==> src/rtl/multicycle_main_control.sv <==
// rtl/multicycle_main_control.sv - main control FSM for the multicycle MIPS datapath
module multicycle_main_control #(
    parameter int MEM_TIMEOUT = 16
) (
    input  logic       clk,
    input  logic       rst_n,
    input  logic [5:0] opcode,
    input  logic       mem_ready,
    output logic       PCWrite,
    output logic       PCWriteCond,
    output logic       IorD,
    output logic       MemRead,
    output logic       MemWrite,
    output logic       IRWrite,
    output logic       MemtoReg,
    output logic       RegDst,
    output logic       RegWrite,
    output logic       ALUSrcA,
    output logic [1:0] ALUSrcB,
    output logic [1:0] ALUOp,
    output logic [1:0] PCSource,
    output logic [3:0] state,
    output logic       instr_done,
    output logic       illegal_op,
    output logic       mem_timeout
);

    typedef enum logic [3:0] {
        S_FETCH   = 4'd0,
        S_DECODE  = 4'd1,
        S_MEMADR  = 4'd2,
        S_MEMRD   = 4'd3,
        S_MEMWB   = 4'd4,
        S_MEMWR   = 4'd5,
        S_EXEC    = 4'd6,
        S_ALUWB   = 4'd7,
        S_BRANCH  = 4'd8,
        S_JUMP    = 4'd9,
        S_ADDI_EX = 4'd10,
        S_ADDI_WB = 4'd11
    } state_t;

    localparam logic [5:0] OP_RTYPE = 6'b000000;
    localparam logic [5:0] OP_LW    = 6'b100011;
    localparam logic [5:0] OP_SW    = 6'b101011;
    localparam logic [5:0] OP_BEQ   = 6'b000100;
    localparam logic [5:0] OP_J     = 6'b000010;
    localparam logic [5:0] OP_ADDI  = 6'b001000;

    // Counter only needs to reach MEM_TIMEOUT-1.
    localparam int CW = (MEM_TIMEOUT > 2) ? $clog2(MEM_TIMEOUT) : 1;
    localparam logic [CW-1:0] LIMIT = CW'((MEM_TIMEOUT > 0) ? MEM_TIMEOUT - 1 : 0);

    state_t          cur;
    state_t          nxt;
    logic [CW-1:0]   wait_cnt;
    logic            wait_state;
    logic            timeout_hit;

    assign state       = cur;
    assign wait_state  = (cur == S_FETCH) || (cur == S_MEMRD) || (cur == S_MEMWR);
    assign timeout_hit = (MEM_TIMEOUT != 0) && wait_state && !mem_ready && (wait_cnt == LIMIT);

    always_comb begin
        PCWrite     = 1'b0;
        PCWriteCond = 1'b0;
        IorD        = 1'b0;
        MemRead     = 1'b0;
        MemWrite    = 1'b0;
        IRWrite     = 1'b0;
        MemtoReg    = 1'b0;
        RegDst      = 1'b0;
        RegWrite    = 1'b0;
        ALUSrcA     = 1'b0;
        ALUSrcB     = 2'b00;
        ALUOp       = 2'b00;
        PCSource    = 2'b00;
        instr_done  = 1'b0;
        illegal_op  = 1'b0;
        mem_timeout = 1'b0;
        nxt         = S_FETCH;
        case (cur)
            S_FETCH: begin
                MemRead = 1'b1;
                ALUSrcB = 2'b01;
                IRWrite = mem_ready;
                PCWrite = mem_ready;
                nxt     = mem_ready ? S_DECODE : S_FETCH;
            end
            S_DECODE: begin
                ALUSrcB = 2'b11;
                case (opcode)
                    OP_LW, OP_SW: nxt = S_MEMADR;
                    OP_RTYPE:     nxt = S_EXEC;
                    OP_BEQ:       nxt = S_BRANCH;
                    OP_J:         nxt = S_JUMP;
                    OP_ADDI:      nxt = S_ADDI_EX;
                    default: begin
                        nxt        = S_FETCH;
                        illegal_op = 1'b1;
                    end
                endcase
            end
            S_MEMADR: begin
                ALUSrcA = 1'b1;
                ALUSrcB = 2'b10;
                if (opcode == OP_LW)
                    nxt = S_MEMRD;
                else if (opcode == OP_SW)
                    nxt = S_MEMWR;
                else
                    nxt = S_FETCH;
            end
            S_MEMRD: begin
                MemRead = 1'b1;
                IorD    = 1'b1;
                nxt     = mem_ready ? S_MEMWB : S_MEMRD;
            end
            S_MEMWB: begin
                RegWrite   = 1'b1;
                MemtoReg   = 1'b1;
                instr_done = 1'b1;
            end
            S_MEMWR: begin
                MemWrite   = 1'b1;
                IorD       = 1'b1;
                instr_done = mem_ready;
                nxt        = mem_ready ? S_FETCH : S_MEMWR;
            end
            S_EXEC: begin
                ALUSrcA = 1'b1;
                ALUOp   = 2'b10;
                nxt     = S_ALUWB;
            end
            S_ALUWB: begin
                RegWrite   = 1'b1;
                RegDst     = 1'b1;
                instr_done = 1'b1;
            end
            S_BRANCH: begin
                ALUSrcA     = 1'b1;
                ALUOp       = 2'b01;
                PCWriteCond = 1'b1;
                PCSource    = 2'b01;
                instr_done  = 1'b1;
            end
            S_JUMP: begin
                PCWrite    = 1'b1;
                PCSource   = 2'b10;
                instr_done = 1'b1;
            end
            S_ADDI_EX: begin
                ALUSrcA = 1'b1;
                ALUSrcB = 2'b10;
                nxt     = S_ADDI_WB;
            end
            S_ADDI_WB: begin
                RegWrite   = 1'b1;
                instr_done = 1'b1;
            end
            default: nxt = S_FETCH;
        endcase
        // mem_ready has priority: timeout_hit already requires !mem_ready.
        if (timeout_hit) begin
            mem_timeout = 1'b1;
            nxt         = S_FETCH;
        end
    end

    always_ff @(posedge clk) begin
        if (!rst_n) begin
            cur      <= S_FETCH;
            wait_cnt <= '0;
        end else begin
            cur <= nxt;
            if (wait_state && !mem_ready && !timeout_hit)
                wait_cnt <= wait_cnt + 1'b1;
            else
                wait_cnt <= '0;
        end
    end

endmodule

==> config.mk <==
export PLATFORM = sky130hd
export DESIGN_NAME = multicycle_main_control
export DESIGN_NICKNAME = d
export VERILOG_FILES = /design/src/rtl/multicycle_main_control.sv
export SDC_FILE = /design/constraint.sdc
export NUM_CORES = 1
export LEC_CHECK = 0
export ABC_AREA = 1
export ABC_CLOCK_PERIOD_IN_PS = 1100
export CORE_MARGIN = 4
export CORE_UTILIZATION = 37
export DETAILED_ROUTE_END_ITERATION = 6
export PLACE_DENSITY = 0.73
export SLEW_MARGIN = 20
export SYNTH_ARGS = -nofsm -noshare
export SYNTH_HDL_FRONTEND = slang
export SYNTH_SLANG_ARGS = --single-unit
export TNS_END_PERCENT = 100
==> constraint.sdc <==
create_clock -name clk -period 1.1 [get_ports clk]
set_input_delay 0.275 -clock clk [delete_from_list [all_inputs] [get_ports clk]]
set_output_delay 0.275 -clock clk [all_outputs]
set_load 0.01 [all_outputs]
==> results_dict.tcl, run 1 <==
set metrics [dict create \
    status "stopped before the end" \
    failed_stage "global routing" \
    firstError "[ERROR DPL-0033] detailed placement checks failed during check placement." \
    htreeDepth 1 \
    die_x_um 51.9 \
    num_rows 15 \
    antenna_found_initial 0 \
    synth.avg_cell_area_um2 5.58 \
    die_h_um 51.9 \
    yosys_register_bits 8 \
    io_pins 32 \
    crit_endpoint "instr_done" \
    netlist-cell-type-count 20 \
    start_util_pct 40.1 \
    synth_area_leaders "dfxtp_1 (22%), nor2_1 (18%), nand2_1 (13%)" \
    ys_warn_count 0 \
    postSynthCellCount 128 \
    dp_cells 210 \
    syn_area_um2 714 \
    syn-num-nets 138 \
    gp_congestion 0.840 \
    yosys.area.top_type_share_pct 22.4 \
    cts.path.max_buffers 2 \
    hpwl_mm 2.01 \
    ys_seq_area_share_pct 22.4 \
    numCtsBuffers 3 \
    synth_top_area_cell "dfxtp_1" \
    root_buffer "clkbuf_4" \
    cts.sinks 8 \
    portBuffers 31 \
    grt_max_degree 7 \
    endpoint_type "primary output" \
]
==> stage by stage <==
step,setup WS (ns),area (µm²)
4_1_cts,-0.554,1500
3_5_place_dp,-1.14,1340
3_3_place_gp,-1.06,1340
2_1_floorplan,-0.0879,806
==> Yosys cell counts <==
library cell and number:
nor3b_1 1, nor2_2 4, a21oi_1 2, nand2_1 24, ha_1 1, buf_4 2
xnor2_1 1, inv_2 2, o211ai_1 1, dfxtp_1 8, nand2_2 4, inv_1 22
o221ai_1 1, nand4_2 1, nor2_1 34, nand3_1 13, nand3_2 2, nor3_1 1
xor2_1 1, o21ai_0 3
==> kinds of logic after synthesis <==
kind of cell    count (synthesis)  share of synthesized area, %
compound gates                  7                          5.78
xor+xnor                        2                          2.45
fa+ha+maj                       1                          1.75
buf+inv                        26                          14.7
flops                           8                          22.4
simple gates                   84                          52.9
==> repair_timing <==
action | CTS
hold buffers | 0
gates resized for setup | 121
buffers inserted | 11
pin swaps | 9
endpoints found under the setup margin | 31
==> run 2: changes to the inputs <==
- ABC_CLOCK_PERIOD_IN_PS: 1100 -> 1400
- CORE_AREA: unset -> 4 4 65 67
- CORE_MARGIN: 4 -> unset
- CORE_UTILIZATION: 37 -> unset
- DIE_AREA: unset -> 0 0 69 71
- PLACE_DENSITY: 0.73 -> unset
- PLACE_DENSITY_LB_ADDON: unset -> 0.15
- clock period: 1.1 -> 1.4 ns (I/O delays scaled with it)
==> results_dict.tcl, run 2 <==
set metrics [dict create \
    status "complete, but fails checks" \
    violations "negative setup slack" \
    tightest_slew_ns 0.188 \
    combPwrFrac_pct 31.4 \
    synth.avg_cell_area_um2 5.58 \
    first_pass_iters 4 \
    power_density_mw_per_mm2 398 \
    fin_cells 272 \
    maxCapViolCount 0 \
    cp-startpoint "state[2]$_SDFF_PP0_" \
    setup_ws_ns -0.289 \
    final_nets 236 \
    core_area_mm2 0.00363 \
    antenna_cells 0 \
    syn2layout_area_growth_pct 158 \
    wirelength_mm 2.96 \
    drt-wirelength-per-cell_um 10.9 \
    peakVddDrop_uv 578 \
    max_freq_mhz 592 \
    synth_common_cells "nor2_1 (34), nand2_1 (24), inv_1 (22)" \
    total_power_uw 735 \
    drtIter0Drc 41 \
    fin_area_mm2 0.00185 \
    worstHoldStart "wait_cnt[0]$_SDFF_PN0_" \
    holdWs_ns 0.516 \
    numCtsBuffers 3 \
    cts.path.max_buffers 2 \
    grt_max_degree 7 \
    endpoint_kind "primary output" \
    antenna_found_initial 0 \
    dieArea_mm2 0.00490 \
    final_common_cell "buf_4" \
    swShare_pct 27.0 \
    hpwl_mm 2.04 \
    ant_nets 0 \
    drv_slew 0 \
    p_clk_share_pct 36.5 \
    synth_ff_type "dfxtp_1" \
    postSynthCellCount 128 \
    hp-class "flip-flop to flip-flop" \
    post_dp_cell_area_mm2 0.00142 \
    synth_top_area_cell "dfxtp_1" \
    io_pins 32 \
    netlist-cell-type-count 20 \
    final_cell_mix "buf_4 (56), buf_6 (19), nor2_1 (18), nand2_1 (14), nor2_4 (12)" \
    fin_crit_ns 1.69 \
    syn_area_um2 714 \
    die_x_um 69 \
    pre_cts_ws_ns -0.952 \
    synth_area_leaders "dfxtp_1 (22%), nor2_1 (18%), nand2_1 (13%)" \
    rsz0062_at_grt "true" \
    root_buffer "clkbuf_8" \
    gp_congestion 0.800 \
    leakage_uw 0.000961 \
    crit_chain "inv_6 -> nand2_4 -> buf_4 -> nor2_2 -> buf_4 -> clkdlybuf4s15_2" \
    r2r-start "state[0]$_SDFF_PP0_" \
    overflow 0 \
    first_global_vias 1114 \
    grt_use_total_pct 11.4 \
    p_sw_uw 198 \
    async_reset_ff_share_pct 0 \
    cts_hold_buf 0 \
    portBuffers 31 \
    ys_seq_area_share_pct 22.4 \
    required_ns 1.05 \
    cts.sinks 8 \
    yosys_register_bits 8 \
    syn-num-nets 138 \
    cp.arrival_ns 1.34 \
    tritoncts "done" \
    yosysMostFrequentCell "nor2_1" \
    start_util_pct 19.7 \
    yosys.area.top_type_share_pct 22.4 \
    grt_pass1_wl_mm 4.64 \
    clk_latency_ns 0.22 \
    die_h_um 71 \
    synth_edf_count 0 \
    route.detailed.drc 0 \
    p_seq_share_pct 32.1 \
    crit_slowest_cell "dfxtp_4" \
    drive_above_1_share_pct 69.2 \
    clk_pin_slew_worst_paths_ns 0.04 \
    fin_crit_sh_pct 121 \
    worstSetupStartpointType "flip-flop" \
    p_int_uw 537 \
    ys_warn_count 0 \
    hold_viol 0 \
    num_vias 1124 \
    fin_worst_skew_ns 0.00217 \
    cp_max_fo 4 \
    routed_via_density 4.13 \
    crit_path_max_incr_delay_ns 0.37 \
    htreeDepth 1 \
    crit_top_cell "buf_4" \
    relSlewSlack_pct 87.4 \
    dp_cells 249 \
    num_rows 22 \
    setup_viol 23 \
    worstSetupPathType "flip-flop to primary output" \
]
==> run 2: cell counts after synthesis <==
Identical to the previous run, type by type.
==> run 2: what timing repair did <==
| action | 4_1_cts | 5_1_grt |
|---|---|---|
| buffers inserted | 16 | 6 |
| endpoints found under the setup margin | 27 | 23 |
| gates resized for setup | 182 | 27 |
| pin swaps | 20 | 14 |
==> run 2: stage by stage <==
stage               utilization (%)  TNS [ns]
CTS                            47.8     -3.44
global placement               39.0     -9.98
floorplan                         -   -0.0205
detailed placement             39.0    -10.11
global route                   50.8     -5.49
finish                         50.8     -3.97
==> run 2: final cells by class <==
cell class                 instances  area [µm²]
inverter                          24         105
fill                             368        1790
multi-input combinational         94         659
sequential                         8         175
timing repair buffer              95         806
tap                               48        60.1
clock buffer                       3        41.3
==> run 2: cell families (layout without fill, tap and decap cells) <==
group,after synthesis,in the layout,synth area share [%]
and+or+nand+nor,84,84,52.9
xor gates and xnor gates,2,2,2.45
adders and majority gates,1,1,1.75
AOI/OAI and AO/OA,7,7,5.78
DFF,8,8,22.4
buffers and inverters,26,122,14.7
==> run 2: path summary, 6_finish.rpt <==
path / to / slack, ns / depth (start not counted)
setup / recovery: ALUOp[0] / -0.29 / 6
hold / removal: wait_cnt[0]$_SDFF_PN0_ / 0.52 / 2
setup reg to reg: state[1]$_SDFF_PP0_ / -0.10 / 11
hold reg to reg: wait_cnt[0]$_SDFF_PN0_ / 0.52 / 2
==> run 2: layer usage <==
layer | share of wire, % | GRT usage (%) | vias to the layer above
met1 | 38 | 11.8 | 506
met3 | 4.7 | 3.55 | 4
met5 | 0 | 0 | -
li1 | - | - | 587
met4 | 0.64 | 3.25 | 0
met2 | 56 | 22.1 | 27
==> run 2: power by group through the flow <==
stage / sequential, µW / combinational, µW / clock (µW)
CTS: 235 / 211 / 277
detailed placement: 243 / 173 / 0
global placement: 243 / 171 / 0
floorplan: 243 / 63.7 / 0
finish: 236 / 231 / 268
global route: 237 / 249 / 298
==> run 2: critical path: cells and delay by family (launching register included) <==
kind	cells	cell delay (ns)
buf+inv	4	0.56
flops	1	0.37
simple gates	2	0.18
No activity file was read; power rests on OpenSTA's default activity.
==> run 3: changes to the inputs <==
- CTS_BUF_LIST: unset -> sky130_fd_sc_hd__clkbuf_4 sky130_fd_sc_hd__clkbuf_8 sky130_fd_sc_hd__clkbuf_16
==> results of run 3 <==
Final layout, timing and power as in run 2 (identical DEF).
